[config.mk]
export PLATFORM = sky130hd
export DESIGN_NAME = cell_memory_arbiter
export DESIGN_NICKNAME = d
export VERILOG_FILES = /design/src/rtl/cell_memory_arbiter_pkg.sv /design/src/rtl/cell_memory_arbiter_round_robin_2.sv /design/src/rtl/cell_memory_arbiter.sv
export SDC_FILE = /design/constraint.sdc
export NUM_CORES = 1
export LEC_CHECK = 0
export CAP_MARGIN = 10
export CORE_MARGIN = 8
export CORE_UTILIZATION = 44
export DETAILED_ROUTE_END_ITERATION = 12
export PLACE_DENSITY = 0.91
export SYNTH_ARGS = -nofsm -noshare
export SYNTH_HDL_FRONTEND = slang
export SYNTH_SLANG_ARGS = --single-unit
export TNS_END_PERCENT = 1
[constraint.sdc]
create_clock -name clock -period 3.1 [get_ports clock]
set_input_delay 0.465 -clock clock [delete_from_list [all_inputs] [get_ports clock]]
set_output_delay 0.465 -clock clock [all_outputs]
set_load 0.005 [all_outputs]
[src/rtl/cell_memory_arbiter_pkg.sv]
// Shared definitions for the cell RAM arbiter: requester port indices
// and the engine lock FSM state encoding.
package cell_memory_arbiter_pkg;

    localparam logic [1:0] PORT_DISPLAY = 2'd0;
    localparam logic [1:0] PORT_EDIT    = 2'd1;
    localparam logic [1:0] PORT_ENGINE  = 2'd2;
    localparam logic [1:0] PORT_NONE    = 2'd3;

    typedef enum logic {
        LOCK_IDLE   = 1'b0,
        LOCK_LOCKED = 1'b1
    } lock_state_t;

endpackage

[src/rtl/cell_memory_arbiter_round_robin_2.sv]
// Round-robin picker between the editor and the engine.
// Ports: clock, reset_n; req_edit/req_eng in; pick_edit/pick_eng out.
// A pick is taken as a grant, so last_winner advances on every pick.
module cell_memory_arbiter_round_robin_2
    import cell_memory_arbiter_pkg::*;
(
    input  logic clock,
    input  logic reset_n,
    input  logic req_edit,
    input  logic req_eng,
    output logic pick_edit,
    output logic pick_eng
);

    logic [1:0] last_winner;

    always_comb begin
        pick_edit = req_edit;
        pick_eng  = req_eng;
        if (req_edit && req_eng) begin
            pick_edit = (last_winner != PORT_EDIT);
            pick_eng  = (last_winner == PORT_EDIT);
        end
    end

    always_ff @(posedge clock or negedge reset_n) begin
        if (!reset_n) begin
            last_winner <= PORT_EDIT;
        end else if (pick_edit) begin
            last_winner <= PORT_EDIT;
        end else if (pick_eng) begin
            last_winner <= PORT_ENGINE;
        end
    end

endmodule

[src/rtl/cell_memory_arbiter.sv]
// Single-port cell RAM arbiter: display reads, editor writes, engine r/w.
// Ports: clock, reset_n; disp_*/edit_*/eng_* requester sides with
// 1-cycle gnt pulses and rvalid; mem_* RAM side; shared rdata;
// lock_timeout sticky flag for an engine lock held too long.
module cell_memory_arbiter
    import cell_memory_arbiter_pkg::*;
#(
    parameter int ADDR_WIDTH = 12,
    parameter int DATA_WIDTH = 8,
    parameter int LOCK_MAX   = 64
) (
    input  logic                  clock,
    input  logic                  reset_n,
    input  logic                  disp_req,
    input  logic [ADDR_WIDTH-1:0] disp_addr,
    output logic                  disp_gnt,
    output logic                  disp_rvalid,
    input  logic                  edit_req,
    input  logic [ADDR_WIDTH-1:0] edit_addr,
    input  logic [DATA_WIDTH-1:0] edit_wdata,
    output logic                  edit_gnt,
    input  logic                  eng_req,
    input  logic                  eng_we,
    input  logic [ADDR_WIDTH-1:0] eng_addr,
    input  logic [DATA_WIDTH-1:0] eng_wdata,
    input  logic                  eng_lock,
    output logic                  eng_gnt,
    output logic                  eng_rvalid,
    output logic [DATA_WIDTH-1:0] rdata,
    output logic                  mem_en,
    output logic                  mem_we,
    output logic [ADDR_WIDTH-1:0] mem_addr,
    output logic [DATA_WIDTH-1:0] mem_wdata,
    input  logic [DATA_WIDTH-1:0] mem_rdata,
    output logic                  lock_timeout
);

    localparam int CNT_W = $clog2(LOCK_MAX + 1);
    localparam logic [CNT_W-1:0] LOCK_LAST = CNT_W'(LOCK_MAX - 1);

    lock_state_t      lock_state;
    lock_state_t      lock_state_nx;
    logic [CNT_W-1:0] lock_cnt;
    logic             lock_ignore;
    logic             lock_expire;
    logic             edit_block;

    logic       disp_ok;
    logic       edit_ok;
    logic       eng_ok;
    logic       pick_edit;
    logic       pick_eng;
    logic [1:0] win_port;

    logic disp_pend;
    logic eng_pend;

    // The registered grant doubles as "granted last cycle".
    assign disp_ok = disp_req && !disp_gnt;
    assign edit_ok = edit_req && !edit_gnt && !edit_block;
    assign eng_ok  = eng_req && !eng_gnt;

    // Display wins outright, so the picker only sees the rest.
    cell_memory_arbiter_round_robin_2 u_rr (
        .clock     (clock),
        .reset_n   (reset_n),
        .req_edit  (edit_ok && !disp_ok),
        .req_eng   (eng_ok && !disp_ok),
        .pick_edit (pick_edit),
        .pick_eng  (pick_eng)
    );

    always_comb begin
        win_port = PORT_NONE;
        unique case (1'b1)
            disp_ok:   win_port = PORT_DISPLAY;
            pick_edit: win_port = PORT_EDIT;
            pick_eng:  win_port = PORT_ENGINE;
            default:   win_port = PORT_NONE;
        endcase
    end

    always_ff @(posedge clock or negedge reset_n) begin
        if (!reset_n) begin
            lock_state <= LOCK_IDLE;
        end else begin
            lock_state <= lock_state_nx;
        end
    end

    always_comb begin
        lock_state_nx = lock_state;
        unique case (lock_state)
            LOCK_IDLE: begin
                if (win_port == PORT_ENGINE && eng_lock
                    && !lock_ignore) begin
                    lock_state_nx = LOCK_LOCKED;
                end
            end
            LOCK_LOCKED: begin
                if (!eng_lock || lock_expire) begin
                    lock_state_nx = LOCK_IDLE;
                end
            end
        endcase
    end

    always_comb begin
        edit_block  = 1'b0;
        lock_expire = 1'b0;
        unique case (lock_state)
            LOCK_IDLE: begin
                edit_block = 1'b0;
            end
            LOCK_LOCKED: begin
                edit_block  = 1'b1;
                lock_expire = eng_lock && (lock_cnt == LOCK_LAST);
            end
        endcase
    end

    // lock_ignore keeps a timed-out lock from re-arming until the
    // engine actually lets go of eng_lock.
    always_ff @(posedge clock or negedge reset_n) begin
        if (!reset_n) begin
            lock_cnt     <= '0;
            lock_ignore  <= 1'b0;
            lock_timeout <= 1'b0;
        end else begin
            if (lock_state == LOCK_LOCKED
                && lock_state_nx == LOCK_LOCKED) begin
                lock_cnt <= lock_cnt + CNT_W'(1);
            end else begin
                lock_cnt <= '0;
            end
            if (lock_expire) begin
                lock_ignore  <= 1'b1;
                lock_timeout <= 1'b1;
            end else if (!eng_lock) begin
                lock_ignore <= 1'b0;
            end
        end
    end

    always_ff @(posedge clock or negedge reset_n) begin
        if (!reset_n) begin
            disp_gnt  <= 1'b0;
            edit_gnt  <= 1'b0;
            eng_gnt   <= 1'b0;
            mem_en    <= 1'b0;
            mem_we    <= 1'b0;
            mem_addr  <= '0;
            mem_wdata <= '0;
        end else begin
            disp_gnt <= (win_port == PORT_DISPLAY);
            edit_gnt <= (win_port == PORT_EDIT);
            eng_gnt  <= (win_port == PORT_ENGINE);
            mem_en   <= (win_port != PORT_NONE);
            unique case (win_port)
                PORT_DISPLAY: begin
                    mem_we   <= 1'b0;
                    mem_addr <= disp_addr;
                end
                PORT_EDIT: begin
                    mem_we    <= 1'b1;
                    mem_addr  <= edit_addr;
                    mem_wdata <= edit_wdata;
                end
                PORT_ENGINE: begin
                    mem_we    <= eng_we;
                    mem_addr  <= eng_addr;
                    mem_wdata <= eng_wdata;
                end
                default: begin
                    mem_we <= 1'b0;
                end
            endcase
        end
    end

    // RAM data appears the cycle after the access; one more register
    // stage gives the fixed two-cycle read latency.
    always_ff @(posedge clock or negedge reset_n) begin
        if (!reset_n) begin
            disp_pend   <= 1'b0;
            eng_pend    <= 1'b0;
            disp_rvalid <= 1'b0;
            eng_rvalid  <= 1'b0;
            rdata       <= '0;
        end else begin
            disp_pend   <= disp_gnt;
            eng_pend    <= eng_gnt && !mem_we;
            disp_rvalid <= disp_pend;
            eng_rvalid  <= eng_pend;
            if (disp_pend || eng_pend) begin
                rdata <= mem_rdata;
            end
        end
    end

endmodule
==> results.txt, run 1 <==
Max VDD drop: 0.470 mV
Crit start category: primary input
Tightest Pin Transition: 1060 ps
Chip height: 86.8 um
Critical Path Sink Type: register
Crit path kind: in2reg
Hold bufs inserted after CTS: 0
Layout Cells excl Fill: 362
Setup Skew: 6.34 ps
CTS Buf Count: 5
GPL Wtd Cong: 0.741
Maxcap violations: 0
Syn Nets: 263
Synth cell types: 38
Post-Synthesis Cells: 191
Cell leakage power: 1.45 nW
Placed cells: 354
Clk buf depth: 2
Req. time, crit path: 3330 ps
Antenna viol nets, final: 0
Antenna diodes: 0
Number of global-route vias before repair: 1911
Root Buffer Master: clkbuf_8
Clock Sinks: 49
Tot GR Track Use: 16.0%
Post-synth top cells: dfrtp_1, nor2_1, a211oi_1, a21o_1, a22oi_1
#FFs+latches synth: 49
Top-count cell post-synth: dfrtp_1
Cell row count: 25
Met1 wire length: 2390 um
Pwr Total: 2.98 mW
Critical Path Fanout Max: 16
Final setup viols: 0
Die area: 0.00754 mm^2
Post-synth EDFFs: 0
Register area share after synthesis: 55.6%
Routed vias: 1840
Largest net degree at the start of global routing: 50
Syn-to-layout area delta: 52.2%
Rel. slew slack: 29.4%
Status: finished, final reports clean
Total Wirelength: 6100 um
Final Hold Viols: 0
Global-route wire length before repair: 9520 um
Number of buffers added on ports: 102
Number of DRC markers in iteration 0: 66
Top_reg_cell synth: dfrtp_1
Critical Path AT: 2640 ps
Initial antenna violation count: 0
Highest routed layer: met4
Proportion of netlist area held by the largest area contributor: 54.4%
Post-detailed-route DRC marker count: 0
Met3 wire len: 647 um
Clock Pin Slew Worst Setup and Hold Paths: 80 ps
CTS tree: built
Post-route setup TNS: 0 ps
GRT Residual Overflow: 0
Syn_area_per_cell: 11.6 um^2
Final Cycle Share: 77.8%
H-tree depth: 2
TritonRoute pass-1 iters: 4
Ports: 103
Die W: 86.8 um
R2R cell count: 7
Wire per inst: 16.9 um
Area contributors post-synth: dfrtp_1, nor2_1, a211oi_1, a21o_1, mux2_2
Slew Viols, Final: 0
Post-CTS Repair Setup Buffers: 0
Synth Cell Area: 0.00221 mm^2
Clock Latency Late Sink: 290 ps
Max Fclk: 415 MHz
Placeable core area: 0.00479 mm^2
Final HPWL DP: 4740 um
Pwr Density: 885 mW/mm^2
Synth warn: 0
Layout cells sized above 1: 9.83%
Synth area leader: dfrtp_1
R2r endpoint: mem_addr[1]
Tmin final: 2410 ps
FF-to-FF Start: u_rr.last_winner[0]
Fin nets: 366
Initial core utilization: 46.1%
Post_cts resized: 0
Via/cell ratio: 5.08
Unrepaired setup endpoints after global routing: no
Met2 Routed Length: 3020 um
Min-Delay Path Class: in2async
FFs w/ async S/R, synth: 100%
R2R Setup Slk: 780 ps
==> layout make-up <==
cell class	count	area [um^2]
fill	361	1420
sequential	49	1230
timing repair buffer	106	1050
multi-input combinational	129	903
clock buffer	8	90.1
tap	67	83.8
inverter	3	11.3
==> report_power, final <==
| group | leakage (nW) | switching, mW | internal, mW | total (mW) |
|---|---|---|---|---|
| Combinational | 0.806 | 0.674 | 0.868 | 1.54 |
| Clock | 0.0455 | 0.197 | 0.182 | 0.379 |
| Sequential | 0.601 | 0.142 | 0.912 | 1.05 |
==> placed cells by master, fill, tap and decap left out, drive strengths merged, types with 2 or more instances in the layout <==
cell / instances
clkdlybuf4s50: 101
dfrtp: 48
nor2: 28
a211oi: 13
a21o: 12
a22oi: 12
a21oi: 11
mux2i: 8
mux2: 8
clkbuf: 8
nand2: 6
ha: 5
buf: 5
o21ai: 4
nand3: 4
nor2b: 3
nand2b: 3
inv: 3
xor2: 2
==> state kept, by name (all words and copies together), names as in the netlist, 2 cells and up <==
| signal | count |
|---|---|
| rdata | 8 |
| lock_cnt | 7 |
| mem_addr | 12 |
| mem_wdata | 8 |
| u_rr.last_winner | 2 |
==> worst max path at each step <==
stage | start | endpoint | cells past startpoint
finish | eng_req | mem_addr[1] | 8
global route | eng_req | mem_wdata[2] | 8
CTS | eng_req | mem_addr[1] | 8
detailed placement | eng_req | mem_wdata[6] | 8
global placement | disp_req | mem_wdata[1] | 7
floorplan | edit_req | mem_addr[11] | 8
==> layer usage <==
metal	vias to the layer above	global-route usage, %
li1	884	-
met1	873	18.2
met2	77	27.4
met3	6	6.43
met4	0	3.76
met5	-	0
==> worst max-delay path, cell delays in order <==
cell and delay (ps):
clkdlybuf4s50_1 460, nand2b_1 100, o21ai_1 210, and2_1 190, ha_1 560, a22oi_1 190, a211oi_1 340, a21o_1 140
==> cell families after synthesis <==
kind of cell               Yosys count  synth area share (%)
AOI/OAI and AO/OA                   55                  17.7
and+or+nand+nor                     50                  11.5
DFF                                 49                  55.6
muxes                               16                  7.71
buffers and inverters               13                  3.51
adders and majority gates            5                  2.83
xor gates and xnor gates             3                  1.19
==> per-stage QoR <==
| step | worst slack [ps] | area (um^2) | hold slack [ps] | utilization [%] |
|---|---|---|---|---|
| 6_report | 688 | 3360 | 357 | 70.2 |
| 3_5_place_dp | 437 | 3270 | 382 | 68.4 |
| 2_1_floorplan | 1220 | 2210 | 169 | - |
| 4_1_cts | 674 | 3360 | 393 | 70.2 |
| 3_3_place_gp | 504 | 3270 | 376 | 68.4 |
| 5_1_grt | 487 | 3360 | 429 | 70.2 |
No activity file was read; power rests on OpenSTA's default activity.
==> inputs of run 2 (changes only) <==
--- a/config.mk
+++ b/config.mk
@@ -7,9 +7,9 @@
 export LEC_CHECK = 0
 export CAP_MARGIN = 10
 export CORE_MARGIN = 8
-export CORE_UTILIZATION = 44
+export CORE_UTILIZATION = 37
 export DETAILED_ROUTE_END_ITERATION = 12
-export PLACE_DENSITY = 0.91
+export PLACE_DENSITY = 0.82
 export SYNTH_ARGS = -nofsm -noshare
 export SYNTH_HDL_FRONTEND = slang
 export SYNTH_SLANG_ARGS = --single-unit
==> constraint.sdc (replaced) <==
create_clock -name clock -period 2.11 [get_ports clock]
set_input_delay 0.3165 -clock clock [delete_from_list [all_inputs] [get_ports clock]]
set_output_delay 0.3165 -clock clock [all_outputs]
set_load 0.005 [all_outputs]
==> results.txt, run 2 (synthesized netlist as in run 1, its figures left out) <==
GPL Wtd Cong: 0.767
Hold bufs inserted after CTS: 0
Largest net degree at the start of global routing: 27
Wire per inst: 15.9 um
Setup Skew: 12.4 ps
Critical Path AT: 2220 ps
Cell leakage power: 1.51 nW
Tot GR Track Use: 14.0%
Unrepaired setup endpoints after global routing: no
Die W: 93.3 um
Biggest regs: mem_addr: 12 flops, mem_wdata: 8 flops, rdata: 8 flops
Req. time, crit path: 2350 ps
Root Buffer Master: clkbuf_8
Die area: 0.00870 mm^2
Post-route setup TNS: 0 ps
CTS tree: built
Crit path kind: in2reg
Antenna viol nets, final: 0
Clock Sinks: 49
Max VDD drop: 0.591 mV
H-tree depth: 2
Critical Path Fanout Max: 25
Largest register FFs: 12
Chip height: 93.3 um
CTS Buf Count: 5
Final setup viols: 0
Total Wirelength: 6000 um
Number of DRC markers in iteration 0: 60
Min-Delay Path Class: in2async
Clk buf depth: 2
Number of global-route vias before repair: 2019
Routed vias: 1860
Most frequent cells in the layout: clkdlybuf4s50_1, dfrtp_1, nor2_1, a211oi_1, a21o_1
Cell row count: 28
Post_cts resized: 0
Crit start category: primary input
Global-route wire length before repair: 9750 um
Number of buffers added on ports: 102
Tmin final: 1980 ps
Final Cycle Share: 93.8%
Status: finished, violations left
Ports: 103
Initial antenna violation count: 0
Fin nets: 373
Failing checks: negative hold slack
Final Hold Viols: 15
Clock Pin Slew Worst Setup and Hold Paths: 90 ps
Antenna diodes: 0
Maxcap violations: 0
Post-detailed-route DRC marker count: 0
GRT Residual Overflow: 0
Clock Latency Late Sink: 300 ps
Rel. slew slack: 63.5%
Initial core utilization: 37.7%
Pwr Density: 1320 mW/mm^2
Commonest non-fill, non-tap cell in the layout: clkdlybuf4s50_1
Final HPWL DP: 4750 um
TritonRoute pass-1 iters: 4
Via/cell ratio: 4.93
Fin Hold WS: -2.97 ps
Critical Path Sink Type: register
Max Fclk: 505 MHz
Placeable core area: 0.00585 mm^2
Tightest Pin Transition: 547 ps
Most flops, register: mem_addr
Syn-to-layout area delta: 59.2%
Slew Viols, Final: 0
Layout cells sized above 1: 12.6%
[run 2: changes by cell type in the layout (fill, tap and decap cells not counted)]
cell	delta
buf_12	+7
clkbuf_1	-2
clkbuf_8	-1
clkinvlp_4	+1
inv_6	+2
[run 2: worst max-delay path, stage by stage]
cell	delay [ps]
clkdlybuf4s50_1	450
nor3b_2	210
o21ai_1	120
and2_1	190
ha_1	320
buf_12	180
nor2_1	70
a211oi_1	250
a21o_1	110
[run 2: path summary, 6_finish.rpt]
check / startpoint / end / slack (ps) / cells after the start
max: edit_req / mem_addr[7] / 130 / 9
min: reset_n / mem_addr[2] / -3 / 1
max reg2reg: lock_state / mem_addr[7] / 140 / 8
min reg2reg: disp_pend / disp_rvalid / 410 / 0
max in group asynchronous: reset_n / u_rr.last_winner[0] / 1530 / 2
min in group clock: disp_pend / disp_rvalid / 410 / 0
[run 2: repair_timing]
| item | in CTS | in global routing |
|---|---|---|
| setup buffers | 0 | 1 |
| endpoints found under the setup margin | 0 | 1 |
| hold endpoints to repair | 0 | 0 |
[run 2: area by class of cell]
type,instances,area [um^2]
fill,471,2330
timing repair buffer,113,1190
multi-input combinational,129,903
sequential,49,1230
inverter,3,11.3
clock inverter,3,25.0
clock buffer,5,68.8
tap,75,93.8
[run 2: stage by stage]
step                total power [mW]  util, %  instances  setup WS, ps  cell area [um^2]
finish                          4.63     60.1        377           130              3520
global route                    4.99     60.1        377          6.08              3520
CTS                             4.69     60.0        376           111              3510
detailed placement              4.10     58.4        368          -198              3410
global placement                4.01     58.4        368          -138              3410
floorplan                       2.79        -        191           277              2210
[run 2: routing by layer]
layer  vias to the layer above  part of all wire [%]  track usage, %  wire length (um)
met2                        70                    50            23.4              2970
met3                         8                   7.7            5.05               461
met1                       882                    41            16.4              2480
met4                         0                   1.5            3.89                87
met5                         -                     0               0                 0
li1                        900                     -               -                 -
[run 2: power by group]
part / internal, mW / switching (mW)
registers: 1.34 / 0.206
clock network: 0.242 / 0.328
logic: 1.49 / 1.02
==> inputs of run 3 (changes only) <==
--- a/config.mk
+++ b/config.mk
@@ -5,7 +5,7 @@
 export SDC_FILE = /design/constraint.sdc
 export NUM_CORES = 1
 export LEC_CHECK = 0
-export CAP_MARGIN = 10
+export CAP_MARGIN = 20
 export CORE_MARGIN = 8
 export CORE_UTILIZATION = 37
 export DETAILED_ROUTE_END_ITERATION = 12
==> results of run 3 <==
Final layout, timing and power as in run 2 (identical DEF).
==> patch 1, RTL diff (settings of run 2) <==
The parameter `DATA_WIDTH` goes from 8 to 6.
--- a/src/rtl/cell_memory_arbiter.sv
+++ b/src/rtl/cell_memory_arbiter.sv
@@ -8,3 +8,3 @@
     parameter int ADDR_WIDTH = 12,
-    parameter int DATA_WIDTH = 8,
+    parameter int DATA_WIDTH = 6,
     parameter int LOCK_MAX   = 64
Interface: changed (5 resized); port bits go from 103 to 93. The function was not compared with the original's and may differ.
==> patch 1 against run 2 <==
Synthesized cell count down 6.3%. Wire length down 11%. Sequential cell count down 4. Total power down 7.8%. Via count down 6.8%. Design area down 8.2%. Cell count down 6.1%. Area after synthesis down 8.0%. Worst setup slack worse by 0.060 ns. Register-to-register slack worse by 0.04 ns.
==> patch 1: results (changes against run 2) <==
- Status: completed
- R2r setup slk: 0.10 ns (-0.04 ns)
- Clock Skews: 0.008497 ns (-0.003932 ns)
- Synth top area cells: dfrtp_1 54%, a211oi_1 4.8%, nor2_1 4.8%
- Max IR drop VDD: 0.7779 mV (+32%)
- Sequential area share after synthesis: 55.51% (-0.066 points)
- GRT Overall Usage: 13.25% (-0.73 points)
- Vias in the first global route: 1930 (-4.4%)
- Reg-to-Reg Start: edit_gnt$_DFF_PN0_
- Final WL: 5362 um (-11%)
- Post-DP Area: 3110 um2 (-8.9%)
- Relative max-transition margin: 54.87% (-8.6 points)
- Share of cells above drive strength 1: 12.77% (+0.18 points)
- Post-synth cell types: 34 (-11%)
- Hold slack: 0.05618 ns (+0.05914 ns)
- Largest regs: mem_addr (12), lock_cnt (7)
- Worst Path Max Fanout: 9 (-64%)
- Gp weighted congestion: 0.7381 (-3.8%)
- Drt first-iter violations: 29 (-52%)
- First-pass GRT wire length: 8963 um (-8.1%)
- Crit share post-route: 96.67% (+2.8 points)
- HPWL Detailed: 4236 um (-11%)
- Syn_nets: 245 (-6.8%)
- Nets: 347 (-7.0%)
- Top cells by count, synth: 44 x dfrtp_1, 26 x nor2_1, 13 x a211oi_1, 12 x a21o_1, 12 x a22oi_1
- Vias: 1734 (-6.8%)
-- patch 1: cell count changes after synthesis, sizes merged --
cell,before,now
a21oi,11,9
or4bb,1,0
nor2,28,26
dfrtp,48,44
nand4bb,0,1
mux2,8,6
mux2i,8,6
-- patch 1: power by group --
part	leakage [uW]	internal, uW	switching (uW)
sequential	0.000555	1220	179
combinational	0.000797	1320	900
clock	0.0000554	356	286
total	0.00141	2900	1370
-- patch 1: cells by family after synthesis --
family          Yosys count  share of synthesized area [%]
compound gates           53                          18.24
fa+ha+maj                 5                          3.081
buf+inv                  13                          3.574
flops                    45                          55.51
mux                      12                          6.285
xor+xnor                  3                          1.294
simple gates             48                          12.02
-- patch 1: worst paths after layout --
path,endpoint,cells past startpoint
worst min register to register,eng_rvalid$_DFF_PN0_,0
min in group clock,eng_rvalid$_DFF_PN0_,0
worst min-delay path,eng_rvalid$_DFF_PN0_,1
worst max register to register,mem_addr[6]$_DFFE_PN0P_,8
max in group asynchronous,mem_we$_DFF_PN0_,2
worst max-delay path,mem_addr[6]$_DFFE_PN0P_,9
-- patch 1: per-layer routing --
layer,vias to the layer above,wire (um),global-route usage (%)
li1,840,-,-
met1,817,2366,15.95
met2,71,2548,21.78
met3,6,388,4.572
met4,0,59,3.883
met5,-,0,0
-- patch 1: layout make-up --
| class | count | share of cell area [%] |
|---|---|---|
| Timing Repair Buffer | 105 | 32.57 |
| Sequential cell | 45 | 34.94 |
| Inverter | 3 | 0.3490 |
| Multi-Input combinational cell | 121 | 25.90 |
| Tap cell | 72 | 2.792 |
| Clock inverter | 2 | 1.202 |
| Clock buffer | 6 | 2.249 |
-- patch 1: metrics by stage --
step	std cells	utilization [%]
after floorplan	179	-
final	354	59.70
after CTS	354	59.61
after global placement	346	57.55
after detailed placement	346	57.55
after global routing	354	59.70
==> patch 2, RTL diff (flow settings as in run 2) <==
Made on the original files. Make the reset (`reset_n`) synchronous in 5 clocked blocks.
--- a/src/rtl/cell_memory_arbiter_round_robin_2.sv
+++ b/src/rtl/cell_memory_arbiter_round_robin_2.sv
@@ -25,3 +25,3 @@
 
-    always_ff @(posedge clock or negedge reset_n) begin
+    always_ff @(posedge clock) begin
         if (!reset_n) begin
--- a/src/rtl/cell_memory_arbiter.sv
+++ b/src/rtl/cell_memory_arbiter.sv
@@ -82,3 +82,3 @@
 
-    always_ff @(posedge clock or negedge reset_n) begin
+    always_ff @(posedge clock) begin
         if (!reset_n) begin
@@ -123,3 +123,3 @@
     // engine actually lets go of eng_lock.
-    always_ff @(posedge clock or negedge reset_n) begin
+    always_ff @(posedge clock) begin
         if (!reset_n) begin
@@ -144,3 +144,3 @@
 
-    always_ff @(posedge clock or negedge reset_n) begin
+    always_ff @(posedge clock) begin
         if (!reset_n) begin
@@ -182,3 +182,3 @@
     // stage gives the fixed two-cycle read latency.
-    always_ff @(posedge clock or negedge reset_n) begin
+    always_ff @(posedge clock) begin
         if (!reset_n) begin
Function: differs if reset_n is asserted again (counterexample within 4 cycles, from zero or initial values and one cycle with reset_n low); with reset_n held inactive, the same outputs for 10 cycles.
==> patch 2 against run 2 <==
The run ends with negative setup slack left. Design area fell by 0.46%. First-iteration DRC count rose by 60%. Register-to-register slack got worse by 0.13 ns. Worst setup slack got worse by 0.23 ns. Wire length rose by 13%. Count of clock-buffer cells in the layout rose by 2. Worst hold slack improved by 0.45 ns. Sequential cell count did not move. Fmax fell by 11%. Non-clock buffer count rose by 5. Area after synthesis fell by 5.9%.
Power is not compared: it rests on default switching activity, and its combinational part moved more than twofold at a synthesized area within 25%.
==> patch 2: results (changes against run 2) <==
- Critical path's slowest cell: clkdlybuf4s50_1
- Vias in the first global route: 2179 (+7.9%)
- Setup TNS Final: -0.1721 ns (-0.1721 ns)
- Post-synthesis instance total: 210 (+9.9%)
- Nets: 393 (+5.4%)
- Post-synth ARST share: 0% (-100 points)
- GRT Overall Usage: 15.37% (+1.4 points)
- Clock Skews: 0.01018 ns (-0.002249 ns)
- Fin worst setup slack: -0.1051 ns (-0.2349 ns)
- Multiplexer share of the synthesized area: 3.855% (-3.8 points)
- Post-synth cell types: 41 (+7.9%)
- Clock buffer count from CTS: 5 (unchanged)
- FF-to-FF End: mem_addr[10]$_SDFFE_PN0P_
- Drt first-iter violations: 96 (+60%)
- Fillers: 459 (-2.5%)
- Multi-input gate share of total cell area: 32.11% (+6.4 points)
- Gp weighted congestion: 0.7918 (+3.2%)
- Signal buffers: 118 (+4.4%)
- Syn_nets: 282 (+7.2%)
- Vias: 2027 (+9.0%)
- Post-CTS setup buffer count: 0 (unchanged)
- Adder-Cell Fraction of Synth Area: 3.012% (+0.18 points)
- Post-placement setup slack: -0.4397 ns (-0.2419 ns)
- Sequential area share after synthesis: 47.23% (-8.4 points)
- Clk Latency, worst-skew pair: 0.30 ns (about the same)
- Final clock-cell share: 3.325% (+0.66 points)
- Failing checks: negative setup slack
- Worst Path Max Fanout: 6 (-76%)
- Relative max-transition margin: 77.70% (+14 points)
- Final setup viols: 4 (+4)
- Drt pass-1 iters: 4 (unchanged)
- Synth top area cells: dfxtp_1 47%, a221oi_1 5.1%, o211a_1 4.3%
- HPWL Detailed: 4881 um (+2.9%)
- Top cells by count, synth: 49 x dfxtp_1, 20 x nand2_1, 12 x a221oi_1, 11 x nor3b_1, 11 x o22ai_1
- Layout Area Growth over Synthesis: 68.49%
- Status: finished with violations
- First-pass GRT wire length: 10450 um (+7.2%)
- Hold Vio Cnt, Final: 0 (-15)
- Post-Synth XOR/XNOR Area: 1.265% (+0.075 points)
- Post-placement cell count: 384 (+4.3%)
- CTS sink cnt: 49 (unchanged)
- Hold slack: 0.4482 ns (+0.4512 ns)
- Share of cells above drive strength 1: 15.22% (+2.6 points)
- IO Port Bufs: 102 (unchanged)
- Via/cell ratio: 5.145 (+4.3%)
- Post-DP Area: 3233 um2 (-5.3%)
- Crit path DAT: 2.41 ns (+0.19 ns)
- Worst hold path type: flop to flop
- Largest net degree at the start of global routing: 26 (-3.7%)
- Buffer share of cell area: 33.57% (-0.17 points)
- Reg-to-Reg Start: edit_gnt$_SDFF_PN0_
- Clkbuf count: 7 (+2)
- Multi-In Gates: 144 (+12%)
- R2r setup slk: 0.01 ns (-0.13 ns)
- Wire length per cell: 17.21 um (+8.2%)
-- patch 2: cell types whose count changed after synthesis, sizes merged, moves of 9 or more --
| cell | change |
|---|---|
| nor2 | -19 |
| nor3b | +10 |
| a21oi | -9 |
| a211oi | -13 |
| o22ai | +11 |
| a221oi | +12 |
| dfxtp | +49 |
| dfrtp | -48 |
| a22oi | -12 |
| o211a | +9 |
| a21o | -10 |
| nand2 | +14 |
-- patch 2: metal layers --
layer,vias up,wire length [um],track usage (%)
li1,987,-,-
met2,105,3085,24.67
met4,0,109,5.730
met1,929,2894,17.70
met3,6,691,6.650
met5,-,0,0
-- patch 2: timing repair --
action	in CTS	in global routing
resized for setup	8	15
hold buffers	0	0
endpoints found under the setup margin	13	22
cloned	1	1
pin swaps	1	1
-- patch 2: critical path: cells and delay by family --
| family | cells | cell delay [ns] |
|---|---|---|
| fa+ha+maj | 1 | 0.17 |
| simple gates | 3 | 0.85 |
| compound gates | 2 | 0.30 |
| buf+inv | 4 | 0.77 |
